===== src/rtl/fp_identify_ctrl.sv =====
// fp_identify_ctrl
// Sequences the fingerprint module's identify (0x11) transaction over the
// shared byte UART. It sends the fixed 12-byte command packet one byte at a
// time, then collects and validates the 16-byte response. One result pulse
// (match / no-match / frame error / timeout) is produced per transaction.
// The transaction repeats every POLL_CYCLES while i_start is held high.
//
// Ports
//   i_clk, i_rst_n            clock, asynchronous active-low reset
//   i_start                   level enable for polling
//   o_tx_data, o_tx_en        command byte and one-cycle send request to UART TX
//   i_tx_done                 one-cycle pulse, UART TX finished the byte
//   i_rx_data, i_rx_valid     received byte and its one-cycle strobe
//   o_busy                    high while a transaction is in flight
//   o_match_ok, o_match_fail  result pulses (confirm == 0 / confirm != 0)
//   o_frame_err, o_timeout    result pulses (bad frame / response too slow)
//   o_page_id, o_score        latched on o_match_ok only
//   o_confirm                 latched on o_match_ok or o_match_fail
module fp_identify_ctrl #(
  parameter int POLL_CYCLES    = 50_000_000,
  parameter int TIMEOUT_CYCLES = 25_000_000
) (
  input  logic        i_clk,
  input  logic        i_rst_n,
  input  logic        i_start,
  output logic [7:0]  o_tx_data,
  output logic        o_tx_en,
  input  logic        i_tx_done,
  input  logic [7:0]  i_rx_data,
  input  logic        i_rx_valid,
  output logic        o_busy,
  output logic        o_match_ok,
  output logic        o_match_fail,
  output logic        o_frame_err,
  output logic        o_timeout,
  output logic [15:0] o_page_id,
  output logic [15:0] o_score,
  output logic [7:0]  o_confirm
);

  // One counter serves both the RECV timeout and the WAIT poll interval;
  // 27 bits covers terminal counts up to 2^26.
  localparam int CNT_W = 27;
  localparam logic [CNT_W-1:0] POLL_LAST = CNT_W'(POLL_CYCLES - 1);
  localparam logic [CNT_W-1:0] TMO_LAST  = CNT_W'(TIMEOUT_CYCLES - 1);

  localparam logic [2:0] S_IDLE  = 3'd0;
  localparam logic [2:0] S_SEND  = 3'd1;
  localparam logic [2:0] S_RECV  = 3'd2;
  localparam logic [2:0] S_CHECK = 3'd3;
  localparam logic [2:0] S_WAIT  = 3'd4;

  function automatic logic [7:0] cmd_byte(input logic [3:0] idx);
    case (idx)
      4'd0:                    cmd_byte = 8'hEF;
      4'd1, 4'd6:              cmd_byte = 8'h01;
      4'd2, 4'd3, 4'd4, 4'd5:  cmd_byte = 8'hFF;
      4'd8:                    cmd_byte = 8'h03;
      4'd9:                    cmd_byte = 8'h11;
      4'd11:                   cmd_byte = 8'h15;
      default:                 cmd_byte = 8'h00;
    endcase
  endfunction

  // Fixed part of the response (bytes 0..8).
  function automatic logic [7:0] hdr_byte(input logic [3:0] idx);
    case (idx)
      4'd0:                    hdr_byte = 8'hEF;
      4'd1:                    hdr_byte = 8'h01;
      4'd2, 4'd3, 4'd4, 4'd5:  hdr_byte = 8'hFF;
      4'd6, 4'd8:              hdr_byte = 8'h07;
      default:                 hdr_byte = 8'h00;
    endcase
  endfunction

  logic [2:0]       r_state;
  logic [3:0]       r_tx_idx;
  logic             r_tx_pend;
  logic             r_tx_en;
  logic [7:0]       r_tx_data;
  logic [3:0]       r_rx_idx;
  logic [CNT_W-1:0] r_cnt;
  logic [15:0]      r_sum;
  logic [7:0]       r_conf_b;
  logic [15:0]      r_page_b;
  logic [15:0]      r_score_b;
  logic [15:0]      r_rsum_b;
  logic             r_match_ok;
  logic             r_match_fail;
  logic             r_frame_err;
  logic             r_timeout;
  logic [15:0]      r_page_id;
  logic [15:0]      r_score;
  logic [7:0]       r_confirm;

  always_ff @(posedge i_clk or negedge i_rst_n) begin
    if (!i_rst_n) begin
      r_state      <= S_IDLE;
      r_tx_idx     <= '0;
      r_tx_pend    <= 1'b0;
      r_tx_en      <= 1'b0;
      r_tx_data    <= '0;
      r_rx_idx     <= '0;
      r_cnt        <= '0;
      r_sum        <= '0;
      r_conf_b     <= '0;
      r_page_b     <= '0;
      r_score_b    <= '0;
      r_rsum_b     <= '0;
      r_match_ok   <= 1'b0;
      r_match_fail <= 1'b0;
      r_frame_err  <= 1'b0;
      r_timeout    <= 1'b0;
      r_page_id    <= '0;
      r_score      <= '0;
      r_confirm    <= '0;
    end else begin
      r_tx_en      <= 1'b0;
      r_match_ok   <= 1'b0;
      r_match_fail <= 1'b0;
      r_frame_err  <= 1'b0;
      r_timeout    <= 1'b0;
      case (r_state)
        S_IDLE: begin
          if (i_start) begin
            r_state   <= S_SEND;
            r_tx_idx  <= '0;
            r_tx_pend <= 1'b1;
          end
        end
        S_SEND: begin
          // r_tx_pend marks entry into SEND: the first byte is requested one
          // cycle after entry; later bytes go out the cycle after tx_done.
          if (r_tx_pend) begin
            r_tx_pend <= 1'b0;
            r_tx_en   <= 1'b1;
            r_tx_data <= cmd_byte(r_tx_idx);
          end else if (i_tx_done) begin
            if (r_tx_idx == 4'd11) begin
              r_state  <= S_RECV;
              r_rx_idx <= '0;
              r_cnt    <= '0;
              r_sum    <= '0;
            end else begin
              r_tx_idx  <= r_tx_idx + 4'd1;
              r_tx_en   <= 1'b1;
              r_tx_data <= cmd_byte(r_tx_idx + 4'd1);
            end
          end
        end
        S_RECV: begin
          // A byte arriving on the terminal-count cycle takes priority.
          if (i_rx_valid) begin
            r_cnt    <= '0;
            r_rx_idx <= r_rx_idx + 4'd1;
            if ((r_rx_idx <= 4'd8) && (i_rx_data != hdr_byte(r_rx_idx))) begin
              r_frame_err <= 1'b1;
              r_state     <= S_WAIT;
            end else begin
              if ((r_rx_idx >= 4'd6) && (r_rx_idx <= 4'd13))
                r_sum <= r_sum + {8'h00, i_rx_data};
              case (r_rx_idx)
                4'd9:    r_conf_b        <= i_rx_data;
                4'd10:   r_page_b[15:8]  <= i_rx_data;
                4'd11:   r_page_b[7:0]   <= i_rx_data;
                4'd12:   r_score_b[15:8] <= i_rx_data;
                4'd13:   r_score_b[7:0]  <= i_rx_data;
                4'd14:   r_rsum_b[15:8]  <= i_rx_data;
                4'd15:   r_rsum_b[7:0]   <= i_rx_data;
                default: ;
              endcase
              if (r_rx_idx == 4'd15)
                r_state <= S_CHECK;
            end
          end else if (r_cnt == TMO_LAST) begin
            r_timeout <= 1'b1;
            r_state   <= S_WAIT;
            r_cnt     <= '0;
          end else begin
            r_cnt <= r_cnt + 1'b1;
          end
        end
        S_CHECK: begin
          r_state <= S_WAIT;
          r_cnt   <= '0;
          if (r_rsum_b != r_sum) begin
            r_frame_err <= 1'b1;
          end else if (r_conf_b == 8'h00) begin
            r_match_ok <= 1'b1;
            r_page_id  <= r_page_b;
            r_score    <= r_score_b;
            r_confirm  <= r_conf_b;
          end else begin
            r_match_fail <= 1'b1;
            r_confirm    <= r_conf_b;
          end
        end
        S_WAIT: begin
          if (!i_start) begin
            r_state <= S_IDLE;
            r_cnt   <= '0;
          end else if (r_cnt == POLL_LAST) begin
            r_state   <= S_SEND;
            r_tx_idx  <= '0;
            r_tx_pend <= 1'b1;
            r_cnt     <= '0;
          end else begin
            r_cnt <= r_cnt + 1'b1;
          end
        end
        default: r_state <= S_IDLE;
      endcase
    end
  end

  assign o_tx_data    = r_tx_data;
  assign o_tx_en      = r_tx_en;
  assign o_busy       = (r_state == S_SEND) || (r_state == S_RECV) || (r_state == S_CHECK);
  assign o_match_ok   = r_match_ok;
  assign o_match_fail = r_match_fail;
  assign o_frame_err  = r_frame_err;
  assign o_timeout    = r_timeout;
  assign o_page_id    = r_page_id;
  assign o_score      = r_score;
  assign o_confirm    = r_confirm;

endmodule


===== config.mk =====
export PLATFORM = sky130hd
export DESIGN_NAME = fp_identify_ctrl
export DESIGN_NICKNAME = d
export VERILOG_FILES = /design/src/rtl/fp_identify_ctrl.sv
export SDC_FILE = /design/constraint.sdc
export NUM_CORES = 1
export LEC_CHECK = 0
export BUFFER_PORTS_ARGS = -buffer_cell sky130_fd_sc_hd__buf_2
export CAP_MARGIN = 40
export CORE_ASPECT_RATIO = 1.1
export CORE_MARGIN = 1
export CORE_UTILIZATION = 35
export DETAILED_ROUTE_END_ITERATION = 10
export RECOVER_POWER = 100
export SYNTH_ARGS = -nofsm -noshare
export SYNTH_HDL_FRONTEND = slang
export SYNTH_SLANG_ARGS = --single-unit

===== constraint.sdc =====
create_clock -name i_clk -period 2.8 [get_ports i_clk]
set_input_delay 0.14 -clock i_clk [delete_from_list [all_inputs] [get_ports i_clk]]
set_output_delay 0.14 -clock i_clk [all_outputs]
set_load 0.005 [all_outputs]

==> out/results.tsv, run 1 <==
stage	metric	value	unit
drt	DRT Wirelength	17310	um
clock_tree	Post CTS Setup Buffer Count	0	
synth	Synth cell types	59	
synth	synthesis-stage register bit count	161	
synth	Mapped Area	7945	um2
final_layout	area added between synthesis and finish	17.18	%
setup_path	most frequent cell on the critical path	sky130_fd_sc_hd__or4_1	
placement	placed standard-cell area	8761	um2
sta	Final Skew	0.01095	ns
sta	Total Negative Setup Slacks	0	ns
clock_tree	insertion delay of the later-clocked pin in the worst-skew pair	0.43	ns
setup_path	critical path data arrival time	3.06	ns
die	initial core utilization	35.82	%
setup_path	Setup crit start kind	register	
global_route	first-pass GRT wire length	29090	um
synth	count of warnings emitted by yosys	0	
setup_path	kind of capture point of the worst setup path	register	
global_route	vias in the first global route	5572	
drt	via count	5630	
synth	post-synthesis area per instance	11.30	um2
sta	unrepaired setup endpoints after global routing	true	
status	run status	completed	
clock_tree	maximum clock path buffer count	2	
die	Total Die Area	23310	um2
drt	TritonRoute pass-1 iters	5	
pwr	maximum ir drop on the vdd rail	0.3213	mV
setup_path	Slowest cell on crit path	sky130_fd_sc_hd__or4_1	
sta	final period demand of the worst path	2.713	ns
setup_path	Required @ worst endpoint	3.15	ns
pwr	static leakage	4.383	nW
clock_tree	CTS tree	yes	
sta	Max-Slew Margin vs Limit	2.407	%
synth	count of mapped cells out of synthesis	703	
final_layout	finished layout cell area	9310	um2
global_route	Congestion Overflow GR	0	
synth	top cell type by total area after synthesis	sky130_fd_sc_hd__dfrtp_1	
run	Max-Cap Viols	0	
global_route	pin count of the biggest net entering global routing	60	
sta	share of the clock period used by the worst path after layout	96.91	%
min_path	Hold/Removal Path Class	in -> reg	
die	io pins	67	
global_route	number of antenna violations at the first check in global routing	0	
clock_tree	H-Tree Level Count	4	
clock_tree	number of sinks on the clock net	161	
setup_path	Worst Path Max Fanout	14	
drt	final antenna-violating net count	0	
pwr	pwr/cell area	712.0	nW/um2
drt	# DRC	0	
clock_tree	clk root buf	sky130_fd_sc_hd__clkbuf_16	
die	DIE HEIGHT	160.0	um
sta	Final Slew Violations	0	
global_route	GR Util All Layers	15.66	%
synth	share of synthesized registers carrying an async set or reset	100.0	%
setup_path	critical path type	reg -> reg	
final_layout	final layout net count	826	
drt	number of violations reported at the end of detailed-routing iteration 0	330	
die	DIE WIDTH	145.7	um
final_layout	diode insertion count for antenna repair	0	
sta	actual slew at the worst max-slew pin	1.464	ns
drt	routed wire length per instance	15.82	um
synth	ys flop type	sky130_fd_sc_hd__dfrtp_1	
sta	Fmax achieved	368.5	MHz
sta	final setup violating endpoints	0	
placement	GP Congestion	0.8514	
setup_path	delay of the slowest critical-path stage	0.52	ns
synth	syn_nets	743	
final_layout	layout cells sized above 1	26.66	%
sta	Hold Violations, Final	0	
placement	Port-buffer cells	66	
placement	DP Wirelength	12080	um
die	core footprint	22180	um2
clock_tree	cts bufs inserted	17	
synth	fraction of the yosys area taken by sequential cells	50.71	%
clock_tree	clock-pin transition on the worst setup and hold timing paths	0.06	ns
synth	share of the synthesized area in the top cell type	50.71	%
die	Rows	57	
synth	number of flops mapped to enable cells by yosys	0	
setup_path	chain of cells forming the critical path	inv_1 > ha_1 > nor2b_1 > or4_1 > a222oi_1 > buf_4 > o211ai_4 > or4_1 > a21oi_1	
synth	leading cell types by total area after synthesis	sky130_fd_sc_hd__dfrtp_1 51%, sky130_fd_sc_hd__mux2_2 13%, sky130_fd_sc_hd__ha_1 4.1%	
drt	post-detailed-route via-to-cell ratio	5.146	
[routing by layer]
| metal | vias to the layer above | global-route usage [%] | share of wire, % | wire length [um] |
|---|---|---|---|---|
| met1 | 2809 | 20.87 | 46 | 8043 |
| li1 | 2707 | - | - | - |
| met2 | 99 | 25.66 | 49 | 8505 |
| met5 | - | 0 | 0 | 0 |
| met4 | 0 | 4.641 | 1.2 | 211 |
| met3 | 15 | 3.200 | 3.1 | 545 |
[path summary, 6_finish.rpt]
path	start	to	slack (ns)	cells past startpoint
max in group asynchronous	i_rst_n	r_conf_b[6]	0.61	3
min in group asynchronous	i_rst_n	o_page_id[13]	0.59	2
worst min-delay path	i_tx_done	r_tx_idx[0]	0.04	3
worst max register to register	r_rx_idx[1]	r_sum[10]	0.09	9
worst min register to register	r_score_b[4]	r_score_b[4]	0.49	2
worst max-delay path	r_rx_idx[1]	r_sum[10]	0.09	9
[cell usage in the layout, fill, tap and decap left out, types with 23 or more instances in the layout]
| master | netlist | routed |
|---|---|---|
| sky130_fd_sc_hd__a21oi_1 | 29 | 27 |
| sky130_fd_sc_hd__nor2_1 | 42 | 42 |
| sky130_fd_sc_hd__nand2_1 | 32 | 32 |
| sky130_fd_sc_hd__mux2_2 | 95 | 95 |
| sky130_fd_sc_hd__nand3_1 | 31 | 31 |
| sky130_fd_sc_hd__o21ai_0 | 30 | 30 |
| sky130_fd_sc_hd__xnor2_1 | 23 | 23 |
| sky130_fd_sc_hd__dfrtp_1 | 161 | 161 |
| sky130_fd_sc_hd__ha_1 | 26 | 26 |
| sky130_fd_sc_hd__buf_2 | 4 | 51 |
[area by class of cell]
| cell class | count | area (um2) |
|---|---|---|
| fillers | 2116 | 12870 |
| flip-flops and latches | 161 | 4029 |
| multi-input cells | 488 | 3724 |
| repair buffers | 100 | 551.8 |
| clock buffers | 20 | 446.7 |
| well taps | 295 | 369.1 |
| clock inverters | 12 | 122.6 |
| inverters | 18 | 67.56 |
[power by group]
group | leakage [nW] | internal [mW] | switching [mW] | total (mW)
combinational | 1.89 | 0.718 | 0.973 | 1.69
sequential | 2.22 | 2.50 | 0.184 | 2.69
clock | 0.274 | 1.27 | 0.983 | 2.25
total | 4.38 | 4.49 | 2.14 | 6.63
[state kept, by name, summed over array words and instances, names as in the netlist, 3 cells and up]
register	cells
r_rsum_b	16
r_state	3
o_score	16
r_page_b	16
r_rx_idx	4
r_score_b	16
o_confirm	8
o_tx_data	5
o_page_id	16
r_tx_idx	4
r_sum	16
r_cnt	27
r_conf_b	8
[worst max-delay path: cells and delay by family, from the launching register on]
kind	cells	cell delay, ns
buf+inv	2	0.28
flops	1	0.41
fa+ha+maj	1	0.19
compound gates	3	0.61
simple gates	3	1.16
[repair_timing]
action,4_1_cts,5_1_grt
hold buffers,1,0
hold endpoints to repair,56,0
pin swaps,0,1
gates resized for setup,1,6
endpoints found under the setup margin,3,27
[Yosys cell counts (8+ instances only)]
library cell               number
sky130_fd_sc_hd__nor2_1        42
sky130_fd_sc_hd__nor3_1         8
sky130_fd_sc_hd__inv_1         18
sky130_fd_sc_hd__ha_1          26
sky130_fd_sc_hd__or4_1          9
sky130_fd_sc_hd__nand3_1       31
sky130_fd_sc_hd__xnor2_1       23
sky130_fd_sc_hd__and3_1        12
sky130_fd_sc_hd__xor2_1        15
sky130_fd_sc_hd__nand2_1       32
sky130_fd_sc_hd__a21oi_1       29
sky130_fd_sc_hd__mux2_2        95
sky130_fd_sc_hd__dfrtp_1      161
sky130_fd_sc_hd__clkbuf_1      24
sky130_fd_sc_hd__o31ai_1       17
sky130_fd_sc_hd__nand4_1       18
sky130_fd_sc_hd__o21ai_0       30
[cell families (layout without fill, tap and decap cells)]
kind of cell | Yosys count | after routing | share of synthesized area (%)
and+or+nand+nor | 204 | 204 | 13.91
DFF | 161 | 161 | 50.71
AOI/OAI and AO/OA | 115 | 115 | 9.213
muxes | 104 | 104 | 14.65
buffers and inverters | 54 | 150 | 2.992
xor gates and xnor gates | 38 | 38 | 4.189
adders and majority gates | 27 | 27 | 4.346
[through the flow]
stage,instances,power [mW],hold slack [ns],setup slack (ns),utilization (%)
6_report,1094,6.629,0.04021,0.08666,41.98
5_1_grt,1094,7.030,0.04026,-0.02483,41.98
4_1_cts,1094,6.740,0.02332,0.003608,42.15
3_5_place_dp,1061,4.450,0.1578,0.003390,39.50
3_3_place_gp,1061,4.439,0.1529,0.03095,39.50
2_1_floorplan,703,3.867,-0.1556,0.1717,-
(Power assumes the default switching activity.)
==> inputs of run 2 (changes only) <==
Settings changed: ABC_AREA set to 1.
==> run 2 against run 1 <==
Effect of this change:
- the run now ends with max-capacitance violations, max-slew violations left
- largest cell class unchanged
- sequential power about the same
- critical path depth up 1
- register-to-register slack better by 0.28 ns
- critical path type unchanged
- setup slack better by 0.28 ns
- combinational power up 12%
- sequential cell count unchanged
- via count up 27%
- total power up 4.5%
- die area up 10%
- first-iteration DRC count up 49%
==> out/results.tsv, run 2 <==
stage	metric	value	unit
status	run status	finished, violations left	
status	failing checks	max-capacitance violations, max-slew violations	
global_route	number of antenna violations at the first check in global routing	0	
synth	synthesis-stage register bit count	161	
setup_path	r2r setup slk	0.37	ns
synth	syn_nets	1156	
drt	routed wire length per instance	13.10	um
clock_tree	number of sinks on the clock net	161	
synth	number of flops mapped to enable cells by yosys	0	
synth	share of the synthesized area in the top cell type	45.92	%
die	DIE HEIGHT	168.1	um
drt	post-detailed-route via-to-cell ratio	4.752	
final_layout	commonest cells after routing, fill and taps aside	335 x sky130_fd_sc_hd__nand2_1, 161 x sky130_fd_sc_hd__dfrtp_1, 140 x sky130_fd_sc_hd__inv_1	
clock_tree	CTS tree	yes	
drt	DRT Wirelength	19710	um
sta	Final Slew Violations	63	
final_layout	diode insertion count for antenna repair	0	
setup_path	critical path data arrival time	2.75	ns
clock_tree	H-Tree Level Count	4	
drt	final antenna-violating net count	0	
setup_path	critical path type	reg -> reg	
die	Rows	60	
sta	Total Negative Setup Slacks	0	ns
synth	count of mapped cells out of synthesis	1116	
drt	number of violations reported at the end of detailed-routing iteration 0	491	
setup_path	Worst setup startpoint	r_rx_idx[0]	
die	DIE WIDTH	153.0	um
synth	top cell type by total area after synthesis	sky130_fd_sc_hd__dfrtp_1	
setup_path	kind of capture point of the worst setup path	register	
synth	fraction of the yosys area taken by sequential cells	45.92	%
pwr	maximum ir drop on the vdd rail	0.4576	mV
synth	leading cell types by total area after synthesis	sky130_fd_sc_hd__dfrtp_1 46%, sky130_fd_sc_hd__nand2_1 14%, sky130_fd_sc_hd__inv_1 6.0%	
clock_tree	maximum clock path buffer count	2	
clock_tree	insertion delay of the later-clocked pin in the worst-skew pair	0.43	ns
placement	cell count after placement	1471	
synth	Synth cell types	50	
final_layout	final non-filler cell total	1505	
sta	Hold Violations, Final	0	
sta	final period demand of the worst path	2.433	ns
clock_tree	clock-pin transition on the worst setup and hold timing paths	0.07	ns
synth	share of synthesized registers carrying an async set or reset	100.0	%
placement	DP Wirelength	14310	um
die	initial core utilization	35.74	%
clock_tree	clk root buf	sky130_fd_sc_hd__clkbuf_16	
synth	post-synthesis area per instance	7.861	um2
global_route	first-pass GRT wire length	33850	um
setup_path	critical path endpoint	r_page_b[13]	
final_layout	multi-input logic area	3905	um2
die	Total Die Area	25700	um2
final_layout	area added between synthesis and finish	12.42	%
clock_tree	Resized cells post-CTS	0	
die	core footprint	24550	um2
sta	unrepaired setup endpoints after global routing	false	
placement	GP Congestion	0.9100	
final_layout	register area	4029	um2
setup_path	number of cells traversed by the worst register-to-register path	10	
setup_path	Setup crit start kind	register	
sta	Fmax achieved	411.0	MHz
sta	Final Skew	0.01019	ns
pwr	static leakage	4.836	nW
final_layout	layout cells sized above 1	9.540	%
setup_path	Required @ worst endpoint	3.12	ns
synth	Commonest cells post-synth	330 x sky130_fd_sc_hd__nand2_1, 161 x sky130_fd_sc_hd__dfrtp_1, 140 x sky130_fd_sc_hd__inv_1, 94 x sky130_fd_sc_hd__nand3_1, 81 x sky130_fd_sc_hd__nor2_1	
clock_tree	cts bufs inserted	17	
placement	Port-buffer cells	66	
die	io pins	67	
final_layout	final layout net count	1222	
global_route	pin count of the biggest net entering global routing	66	
sta	final setup violating endpoints	0	
synth	ys flop type	sky130_fd_sc_hd__dfrtp_1	
drt	TritonRoute pass-1 iters	4	
run	Max-Cap Viols	1	
global_route	GR Util All Layers	16.30	%
setup_path	Worst Path Max Fanout	21	
synth	Mapped Area	8773	um2
sta	Max-Slew Margin vs Limit	-6.223	%
final_layout	register with the highest flop count	r_cnt	
min_path	Hold/Removal Path Class	in -> reg	
drt	via count	7152	
final_layout	Fillers	2518	
setup_path	endpoint of the lowest-slack register-to-register path	r_page_b[13]	
drt	# DRC	0	
synth	count of warnings emitted by yosys	0	
global_route	Congestion Overflow GR	0	
setup_path	startpoint of the most critical register-to-register path	r_rx_idx[0]	
sta	hold slack final	0.04216	ns
clock_tree	Post CTS Setup Buffer Count	0	
global_route	vias in the first global route	6935	
synth	count leader, synth	sky130_fd_sc_hd__nand2_1	
final_layout	Largest register FFs	27	
sta	share of the clock period used by the worst path after layout	86.90	%
pwr	pwr/cell area	702.3	nW/um2
final_layout	commonest non-fill, non-tap cell in the layout	sky130_fd_sc_hd__nand2_1	
sta	actual slew at the worst max-slew pin	1.593	ns
## run 2: changes by cell type after synthesis, moves of 39 or more
cell / change
sky130_fd_sc_hd__inv_1: +122
sky130_fd_sc_hd__mux2_2: -95
sky130_fd_sc_hd__nand2_1: +298
sky130_fd_sc_hd__nand3_1: +63
sky130_fd_sc_hd__nor2_1: +39
sky130_fd_sc_hd__o21ai_0: +40
## run 2: through the flow
step	total power [mW]	area, um2	util, %	worst slack [ns]
CTS	7.084	9996	40.72	0.4735
global placement	4.704	9371	38.18	0.5665
global route	7.367	9863	40.18	0.1522
detailed placement	4.717	9371	38.18	0.4665
floorplan	4.238	8773	-	0.8967
finish	6.927	9863	40.18	0.3669
## run 2: repair_timing
action / CTS / global route
hold endpoints to repair: 62 / 0
hold buffers: 2 / 0
endpoints found under the setup margin: 0 / 0
## run 2: worst max-delay path: stages (launching register included)
cell	delay, ns
sky130_fd_sc_hd__dfrtp_1	0.42
sky130_fd_sc_hd__ha_1	0.26
sky130_fd_sc_hd__ha_1	0.21
sky130_fd_sc_hd__nand3_1	0.08
sky130_fd_sc_hd__nand2_1	0.05
sky130_fd_sc_hd__nor2_1	0.18
sky130_fd_sc_hd__nand4_4	0.16
sky130_fd_sc_hd__a21oi_4	0.47
sky130_fd_sc_hd__nand2_1	0.30
sky130_fd_sc_hd__nand2_1	0.13
sky130_fd_sc_hd__nand2_1	0.06
## run 2: layout make-up
cell class / instances / share of cell area, %
inverters: 147 / 5.620
well taps: 310 / 3.933
flip-flops and latches: 161 / 40.85
multi-input cells: 780 / 39.59
clock buffers: 18 / 4.453
clock inverters: 14 / 1.674
repair buffers: 75 / 3.882
## run 2: worst min-delay path by stage
| stage | from | to | slack [ns] | depth (start not counted) |
|---|---|---|---|---|
| 6_report | i_rx_data[0] | r_rsum_b[0] | 0.04 | 3 |
| 5_1_grt | i_rx_data[3] | r_rsum_b[3] | 0.04 | 3 |
| 4_1_cts | i_rx_data[0] | r_rsum_b[0] | 0.03 | 3 |
| 3_5_place_dp | i_rst_n | o_score[10] | 0.18 | 1 |
| 3_3_place_gp | i_rst_n | o_score[9] | 0.18 | 1 |
| 2_1_floorplan | i_rst_n | o_confirm[0] | -0.16 | 0 |
## run 2: cells by family (layout without fill, tap and decap cells)
family	after synthesis	in the layout	synth area share (%)
adders and majority gates	27	27	3.936
and+or+nand+nor	583	583	29.93
DFF	161	161	45.92
xor gates and xnor gates	27	27	2.695
buffers and inverters	175	254	8.699
AOI/OAI and AO/OA	143	143	8.814
## run 2: per-layer routing
layer | track usage [%] | vias to the layer above | wire length [um]
li1 | - | 3693 | -
met1 | 21.06 | 3305 | 9326
met2 | 27.62 | 128 | 9455
met3 | 2.909 | 26 | 623
met4 | 5.270 | 0 | 306
met5 | 0 | - | 0
## run 2: power by group
part           switching (mW)  total (mW)  internal, mW
logic                    1.32        1.90         0.576
registers               0.174        2.68          2.51
clock network            1.12        2.35          1.23
total                    2.61        6.93          4.31
